[config.mk]
export PLATFORM = sky130hd
export DESIGN_NAME = nubus_mem2wb
export DESIGN_NICKNAME = d
export VERILOG_FILES = /design/src/rtl/nubus_mem2wb.sv
export SDC_FILE = /design/constraint.sdc
export NUM_CORES = 1
export LEC_CHECK = 0
export BUFFER_PORTS_ARGS = -buffer_cell sky130_fd_sc_hd__buf_2
export CAP_MARGIN = 15
export CORE_MARGIN = 2
export CORE_UTILIZATION = 26
export CTS_BUF_LIST = sky130_fd_sc_hd__clkbuf_16
export DETAILED_ROUTE_END_ITERATION = 6
export GPL_ROUTABILITY_DRIVEN = 0
export SYNTH_ARGS = -nofsm -noshare
export SYNTH_HDL_FRONTEND = slang
export SYNTH_SLANG_ARGS = --single-unit
[constraint.sdc]
create_clock -name nub_clkn -period 2.5 [get_ports nub_clkn]
set_clock_uncertainty 0.05 [all_clocks]
set_input_delay 0.25 -clock nub_clkn [delete_from_list [all_inputs] [get_ports nub_clkn]]
set_output_delay 0.25 -clock nub_clkn [all_outputs]
set_load 0.005 [all_outputs]
[src/rtl/nubus_mem2wb.sv]
// nubus_mem2wb
// Bridges the level-sensitive memory port of a NuBus slave FSM onto a
// Wishbone B4 classic master. Each NuBus access produces exactly one
// Wishbone cycle, which ends in one of three ways:
//   - termination by wb_ack or wb_err
//   - watchdog timeout
//   - asynchronous reset
//
// Parameters
//   WB_AW  Wishbone word-address width (byte address bits [WB_AW+1:2])
//   WDT_W  watchdog width; an unterminated cycle aborts after 2^WDT_W cycles
//
// Ports
//   nub_clkn      in   NuBus clock, all flops on its rising edge
//   nub_resetn    in   asynchronous active-low reset
//   mem_valid     in   access request (level, held for the whole access)
//   mem_addr      in   byte address
//   mem_wdata     in   write data
//   mem_write     in   byte write enables, 0000 = read
//   mem_ready     out  one-cycle completion pulse
//   mem_rdata     out  read data, held until the next completed read
//   mem_error     out  qualifies mem_ready: bus error or timeout
//   mem_tryagain  out  constant 0
//   wb_cyc/stb/we out  Wishbone master controls (registered)
//   wb_adr        out  word address
//   wb_dat_w      out  write data
//   wb_sel        out  byte selects
//   wb_dat_r      in   read data
//   wb_ack/err    in   Wishbone termination
module nubus_mem2wb #(
    parameter int WB_AW = 30,
    parameter int WDT_W = 8
) (
    input  logic             nub_clkn,
    input  logic             nub_resetn,
    input  logic             mem_valid,
    input  logic [31:0]      mem_addr,
    input  logic [31:0]      mem_wdata,
    input  logic [3:0]       mem_write,
    output logic             mem_ready,
    output logic [31:0]      mem_rdata,
    output logic             mem_error,
    output logic             mem_tryagain,
    output logic             wb_cyc,
    output logic             wb_stb,
    output logic             wb_we,
    output logic [WB_AW-1:0] wb_adr,
    output logic [31:0]      wb_dat_w,
    output logic [3:0]       wb_sel,
    input  logic [31:0]      wb_dat_r,
    input  logic             wb_ack,
    input  logic             wb_err
);

    typedef enum logic [1:0] {
        S_IDLE,
        S_BUS,
        S_RESP,
        S_WAITLOW
    } state_t;

    state_t           r_state;
    logic [WDT_W-1:0] r_wdt;
    logic             r_abort;

    logic w_term;
    logic w_timeout;
    logic w_drop;
    logic w_is_write;
    logic w_unused;

    assign w_term     = wb_ack | wb_err;
    // Counter at all-ones means this BUS cycle is the last one before wrap.
    assign w_timeout  = (r_wdt == {WDT_W{1'b1}}) & ~w_term;
    // NuBus master gave up: either earlier in BUS or on this very cycle.
    assign w_drop     = r_abort | ~mem_valid;
    assign w_is_write = |mem_write;
    // Byte-lane bits never reach the word-addressed Wishbone side.
    assign w_unused   = &{1'b0, mem_addr[1:0]};

    assign mem_tryagain = 1'b0;

    always_ff @(posedge nub_clkn or negedge nub_resetn) begin
        if (!nub_resetn) begin
            r_state   <= S_IDLE;
            r_wdt     <= '0;
            r_abort   <= 1'b0;
            mem_ready <= 1'b0;
            mem_error <= 1'b0;
            mem_rdata <= '0;
            wb_cyc    <= 1'b0;
            wb_stb    <= 1'b0;
            wb_we     <= 1'b0;
            wb_adr    <= '0;
            wb_dat_w  <= '0;
            wb_sel    <= '0;
        end else begin
            mem_ready <= 1'b0;
            mem_error <= 1'b0;
            case (r_state)
                S_IDLE: begin
                    if (mem_valid) begin
                        wb_cyc   <= 1'b1;
                        wb_stb   <= 1'b1;
                        wb_we    <= w_is_write;
                        wb_sel   <= w_is_write ? mem_write : 4'b1111;
                        wb_adr   <= mem_addr[WB_AW+1:2];
                        wb_dat_w <= mem_wdata;
                        r_wdt    <= '0;
                        r_abort  <= 1'b0;
                        r_state  <= S_BUS;
                    end
                end
                S_BUS: begin
                    r_wdt <= r_wdt + 1'b1;
                    if (!mem_valid) r_abort <= 1'b1;
                    if (w_term || w_timeout) begin
                        wb_cyc <= 1'b0;
                        wb_stb <= 1'b0;
                        wb_we  <= 1'b0;
                        if (w_drop) begin
                            // Aborted access: cycle finished, nobody to answer.
                            r_state <= S_WAITLOW;
                        end else begin
                            r_state   <= S_RESP;
                            mem_ready <= 1'b1;
                            // Only a clean ack is a success; err (with or
                            // without ack) and timeout are errors.
                            mem_error <= wb_err | ~wb_ack;
                            if (wb_ack && !wb_err && !wb_we) mem_rdata <= wb_dat_r;
                        end
                    end
                end
                S_RESP: begin
                    r_state <= S_WAITLOW;
                end
                S_WAITLOW: begin
                    // Wait for the slave FSM to release the request so one
                    // access never produces a second Wishbone cycle.
                    if (!mem_valid) r_state <= S_IDLE;
                end
                default: r_state <= S_IDLE;
            endcase
        end
    end

endmodule

# == Word level (Yosys, flattened, before mapping) ==
# Index checks and enable logic that the tools add are counted.
# totals
regBits,113
in_bits,105
# classes
n_addsub,1
eq_ne,8
n_mux,22
n_bitwise,8
reduce_logical,14
# op_table
operator,n
case mux 8 bit (2 select lines),1
2-to-1 mux 1 bit,12
AND reduction 3 bit,3
"adder 8 x 1 -> 8 bit, second input constant",1
"== test 8 bit, second input constant",1
2-to-1 mux 8 bit,1
"inequality test 2 bit, second input constant",4
case mux 2 bit (4 select lines),1
2-to-1 mux 2 bit,3
case mux 1 bit (2 select lines),3
"== test 2 bit, second input constant",2
2-to-1 mux 4 bit,1
NOT 1 bit,4
AND reduction 2 bit,2
AND reduction 4 bit,1
OR reduction 4 bit,1
OR 1 bit,3
"== test 2 x 1 -> 1 bit, second input constant",1
logical AND 1 bit,2
zero test 1 bit,2
zero test 2 bit,1
nonzero test 2 bit,1
bitwise AND 1 bit,1
logical OR 1 bit,1

# == Depth between registers and ports, before layout ==
# Gate-level depths: netlist of run 1.
# logic_depth
depth_word,6
depth_mapped,8
ltp_nobuf,6

# == Least setup slack after synthesis of run 1 ==
# OpenSTA, ideal clock, no wires.
# synth_timing
path_type,reg2reg
start,reg r_state[1]
end,reg mem_rdata[0]
setup_ns,0.125
t_arrival_ns,1.745
required_time_ns,2.325
path_slack_ns,0.580
stages_incl_launch_ff,8
path_buffers,2
cell_sequence,dfrtp_1 inv_1 ha_1 nand3b_4 or3b_1 buf_6 buf_8 mux2_4
# synth_via
elab_chain_cells,2
# synth_lines
element,line_no,rtl
start: declaration,62,state_t r_state;
start signal: assignment,85,r_state <= S_IDLE;
start signal: assignment,111,r_state <= S_BUS;
start signal: assignment,123,r_state <= S_WAITLOW;
== test 2 x 1 -> 1 bit,100,case (r_state)
AND reduction 4 bit (no source line),n/a,
end signal: assignment,130,if (wb_ack && !wb_err && !wb_we) mem_rdata <= wb_dat_r;
end: declaration,41,"output logic [31:0] mem_rdata,"
# No other way between the ends.
# A chain may end at the register's enable or synchronous reset.

# == Worst setup path in the final report of run 1 ==
# layout_timing
start,reg r_state[1]
end,reg mem_rdata[13]
# The elaborated chain is that of the path after synthesis.

==> results.toml, run 1 <==
[yosys]
synth_largest_area_cell = "dfrtp_1"
yosysMostFrequentCell = "dfrtp_1"
synth-main-ff-cell = "dfrtp_1"
synth_area_um2 = 4620
yosys_warnings = 0
yosysSeqAreaShare_pct = 61.2
yosysUniqueCellTypes = 35
syn-num-nets = 416
synthArstFlopShare_pct = 100
syn_inst = 306
synthTopCellsByArea = "dfrtp_1 (61%), mux2_2 (16%), mux2_4 (9.7%), ha_1 (1.4%), nand2_1 (1.3%)"
synth-edff-count = 0
synth_common_cells = "dfrtp_1 (113), mux2_2 (65), mux2_4 (30)"
synth_seq_cells = 113
synth_top_area_share_pct = 61.2
syn_avg_cell_area_um2 = 15.1

[grt]
grt_pass1_wl_um = 16300
overflow = 0
grt_usage_pct = 11.3
grt_pass1_vias = 3434
grt_max_degree = 62
antenna_found_initial = 0

[job]
drv_cap = 0

[critical_path]
cp_slowest_cell = "or3b_2"
path_max_fanout = 32
cp_top_family = "simple AND/OR/NAND/NOR gates"
crit_type = "flop to flop"
crit_path_start_kind = "flop"
reg2reg_to = "mem_rdata[13]"
timing.rr.start = "r_state[1]"
end_kind = "flop"
cpPeakStageDelay_ns = 0.52
reg2regPathDepth = 6
crit_buf_inv = 2
arrival_ns = 2.33
crit_chain = "inv_1, ha_1, nand3b_4, or3b_2, buf_12, mux2_4"
crit_required_ns = 2.74
ff2ff_setup_slack_ns = 0.41

[min_path]
whs_path_depth = 2
hold_path_class = "primary input to flop"
worstHoldStart = "mem_addr[12]"
hold_path_end = "wb_adr[10]"

[cells_and_area]
nets = 656
layout-drive-gt1-share_pct = 60.5
n_fill_cell = 1683
syn_to_final_growth_pct = 45.5

[clock_tree]
cts_buffer_depth = 2
insertion_delay_ns = 0.40
path_clk_slew_ns = 0.05
cts_tree = "yes"
htreeDepth = 4
clkSinkCount = 113
ctsHoldBuffers = 25
postCtsSetupBuffers = 0
cts_resized = 0
numCtsBuffers = 17
clock_tree.root_cell = "clkbuf_16"

[timing]
rsz0062_at_grt = "no"
final_hold_viol_count = 0
worst_slew_pin_slew_ns = 0.776
relSlewSlack_pct = 48.3
setup_slack_ns = 0.408
finalHoldWorstSlack_ns = 0.0216
fin_crit_ns = 2.09
slew_violations = 0
finalCritPeriodShare_pct = 83.7
setup-violations-final = 0
max_freq_ghz = 0.478
setup_tns_ns = 0

[route]
first_iter_violations = 134
postRouteAntennaNets = 0
post-route-drc-count = 0
vias = 3324
wl_um = 10900
dr.pass1.iters = 4
wl_per_cell_um = 13.8
via_per_inst = 4.23

[place]
dpl_worst_slack_ns = 0.427
placement.io_buffers = 205
dp_hpwl_um = 7860

[run_status]
outcome = "finished clean"

[die]
dieArea_um2 = 18900
coreArea_um2 = 17400
dieHeight_um = 137
rows = 48
start_util_pct = 26.6
die_w_um = 137
ios = 209

[power_and_ir_drop]
p_per_area_nw_per_um2 = 1220
ir_worst_vdd_v = 0.000492
p_leak_uw = 0.00350
[sequential cells by signal (all words and copies together), names as in the netlist, 2 cells and up]
register,cells
mem_rdata,32
r_state,2
r_wdt,8
wb_adr,30
wb_dat_w,32
wb_sel,4
[layout by cell type (no fill, tap or decap), types with 2 or more instances in the layout]
cell and count:
clkbuf_16 17, o21ai_0 10, nor2_1 11, xnor2_1 2, nand2_1 15, mux2_4 30, nor3_1 4, a22o_1 2
dlygate4sd3_1 25, inv_1 6, ha_1 5, nand2b_1 2, mux2i_1 2, a21oi_1 3, o21a_1 2, mux2_2 65
buf_2 204, bufinv_16 3, nor4_1 2, buf_12 2, buf_4 6, nand3_1 4, clkinvlp_4 3, dfrtp_1 113
clkinv_2 5, nor2b_1 2
[where the power goes]
part           switching (µW)  internal (µW)
registers                 447           2700
clock network             811           1540
logic                    1070           1610
[per-layer routing]
layer	vias to the layer above	part of all wire, %	track usage, %
met5	-	0	0
met4	0	1.9	6.01
met3	14	7.2	4.30
met2	128	53	20.0
met1	1630	38	11.7
li1	1552	-	-
[cell type report]
| class | count | area, µm² | area share (%) |
|---|---|---|---|
| Sequential cell | 113 | 2830 | 42.0 |
| Clock buffer | 17 | 425 | 6.32 |
| Antenna cell | 1 | 2.50 | 0.0372 |
| Tap cell | 225 | 282 | 4.18 |
| Inverter | 3 | 11.3 | 0.167 |
| Timing Repair Buffer | 237 | 1360 | 20.2 |
| Multi-Input combinational cell | 174 | 1670 | 24.8 |
| Clock inverter | 15 | 153 | 2.27 |
[stage by stage]
step | power (µW) | cell area (µm²) | instances | utilization (%)
after floorplan | 4590 | 4620 | 306 | -
final | 8180 | 6730 | 785 | 38.8
after global routing | 8720 | 6730 | 784 | 38.8
after detailed placement | 5860 | 5900 | 727 | 34.0
after global placement | 5740 | 5900 | 727 | 34.0
after CTS | 8300 | 6730 | 784 | 38.8
[worst max-delay path by stage]
stage | slack, ns | from | cells after the start | to
final | 0.41 | r_state[1] | 6 | mem_rdata[13]
after global routing | 0.25 | r_state[0] | 6 | r_wdt[7]
after CTS | 0.41 | r_state[0] | 6 | r_wdt[5]
after detailed placement | 0.43 | r_state[1] | 6 | mem_rdata[13]
after global placement | 0.47 | r_state[1] | 6 | mem_rdata[28]
after floorplan | 0.58 | r_state[1] | 7 | mem_rdata[0]
[cell families after synthesis]
family	Yosys count	synth area share, %
other cells	1	0.0811
flops	113	61.2
compound gates	24	3.41
mux	97	26.0
buf+inv	19	2.84
xor+xnor	2	0.379
fa+ha+maj	5	1.35
simple gates	45	4.76
Note: power is estimated with default switching activity, not from simulation.
==> run 2: changes to the inputs <==
- ABC_AREA: default -> 1
- clock period: 2.5 -> 1.8 ns (I/O delays scaled with it)
==> results.toml, run 2 <==
[cells_and_area]
layout-drive-gt1-share_pct = 30.9
syn_to_final_growth_pct = 60.2
mostFrequentLayoutCells = "nand2_1 (273), buf_2 (204), dfrtp_1 (113)"
biggestRegsByFlops = "mem_rdata x32, wb_dat_w x32, wb_adr x30"
nets = 945
layout_commonest_cell = "nand2_1"
antennaDiodeCount = 0
utilization_pct = 42.2

[clock_tree]
postCtsSetupBuffers = 0
path_clk_slew_ns = 0.05
clock_tree.root_cell = "clkbuf_16"
clkSinkCount = 113
htreeDepth = 4
cts_tree = "yes"
numCtsBuffers = 17
insertion_delay_ns = 0.41
cts_buffer_depth = 2

[die]
die_w_um = 139
dieArea_um2 = 19200
ios = 209
dieHeight_um = 139
start_util_pct = 26.4
coreArea_um2 = 17800
rows = 49

[yosys]
synth_area_um2 = 4700
synth_seq_cells = 113
yosysSeqAreaShare_pct = 60.1
yosys_warnings = 0
syn-num-nets = 640
synthTopCellsByArea = "dfrtp_1 (60%), nand2_1 (22%), nand4_1 (4.4%), inv_1 (1.4%), ha_1 (1.3%)"
synth_common_cells = "nand2_1 (274), dfrtp_1 (113), nand4_1 (33)"
synth-edff-count = 0
syn_avg_cell_area_um2 = 8.88
synth_top_area_share_pct = 60.1
syn_inst = 530
yosysMostFrequentCell = "nand2_1"
synth_largest_area_cell = "dfrtp_1"
yosysUniqueCellTypes = 26
synth-main-ff-cell = "dfrtp_1"
synthArstFlopShare_pct = 100

[timing]
final_hold_viol_count = 0
slew_violations = 0
setup_tns_ns = 0
setup_slack_ns = 0.144
finalHoldWorstSlack_ns = 0.0290
fin_crit_ns = 1.66
finalCritPeriodShare_pct = 92.0
setup-violations-final = 0
max_freq_ghz = 0.604
rsz0062_at_grt = "no"

[route]
vias = 4625
via_per_inst = 4.29
post-route-drc-count = 0
wl_per_cell_um = 13.4
dr.pass1.iters = 4
first_iter_violations = 175
postRouteAntennaNets = 0
wl_um = 14400

[job]
drv_cap = 0

[grt]
overflow = 0
grt_pass1_wl_um = 23700
grt_usage_pct = 15.3
grt_max_degree = 58
grt_pass1_vias = 4763
antenna_found_initial = 0

[critical_path]
crit_path_start_kind = "flop"
crit_required_ns = 2.08
arrival_ns = 1.93
path_max_fanout = 53
crit_type = "flop to flop"
crit_chain = "inv_1, ha_1, nand2_2, inv_2, buf_12, nor2_1, a31oi_1"
cpPeakStageDelay_ns = 0.43
cp_slowest_cell = "dfrtp_1"
end_kind = "flop"

[place]
dpl_worst_slack_ns = 0.0717
placement.io_buffers = 205
dp_hpwl_um = 8660

[min_path]
hold_path_class = "primary input to flop"

[power_and_ir_drop]
ir_worst_vdd_v = 0.000774
p_leak_uw = 0.00416
p_per_area_nw_per_um2 = 1480
power_uw = 11200

[run_status]
outcome = "finished clean"
[run 2: worst paths after layout]
check	cells after the start	startpoint	to	slack, ns
worst max-delay path	7	r_state[0]	wb_sel[2]	0.14
worst min-delay path	3	mem_write[2]	wb_sel[2]	0.03
min in group asynchronous	2	nub_resetn	mem_rdata[16]	0.12
worst max register to register	7	r_state[0]	wb_sel[2]	0.14
worst min register to register	2	mem_rdata[21]	mem_rdata[21]	0.42
max in group asynchronous	3	nub_resetn	wb_sel[2]	1.01
[run 2: cell type report]
cell class              count  area, µm²
clock buffers              17        425
fillers                  1711      10300
flip-flops and latches    113       2830
repair buffers            313       2140
clock inverters            15        121
multi-input cells         370       1660
well taps                 229        287
inverters                  20       75.1
[run 2: per-layer routing]
metal	up-vias	global-route usage, %	share of wire [%]
met5	-	0	0
met4	0	4.99	1.4
met3	14	4.78	7.2
met2	195	25.5	48
met1	2132	19.1	43
li1	2284	-	-
[run 2: critical path: cells and delay by family (launching register included)]
kind                       cells  cell delay (ns)
and+or+nand+nor                2             0.23
AOI/OAI and AO/OA              1             0.15
buffers and inverters          3             0.46
adders and majority gates      1             0.22
DFF                            1             0.43
[run 2: cell families (layout without fill, tap and decap cells)]
group	after synthesis	after routing	synth area share [%]
AO/OA/AOI/OAI	16	16	1.91
adder cells (fa/ha/maj)	5	5	1.33
buffers and inverters	48	365	5.24
flip-flops	113	113	60.1
other	1	1	0.0797
AND/OR/NAND/NOR	347	348	31.3
[run 2: per-stage QoR]
stage / cell area [µm²] / cells
3_3_place_gp: 6000 / 947
3_5_place_dp: 6000 / 947
2_1_floorplan: 4700 / 530
6_report: 7540 / 1077
5_1_grt: 7540 / 1077
4_1_cts: 7510 / 1076
[run 2: repair_timing]
item | in CTS | in global routing
endpoints found under the setup margin | 0 | 33
resized for setup | 0 | 2
hold endpoints to repair | 209 | 0
hold buffers | 97 | 0
[run 2: power by group]
part | internal, µW | switching (µW) | leakage [µW]
sequential | 3690 | 621 | 0.00144
combinational | 1700 | 2050 | 0.00246
clock | 1880 | 1220 | 0.000260
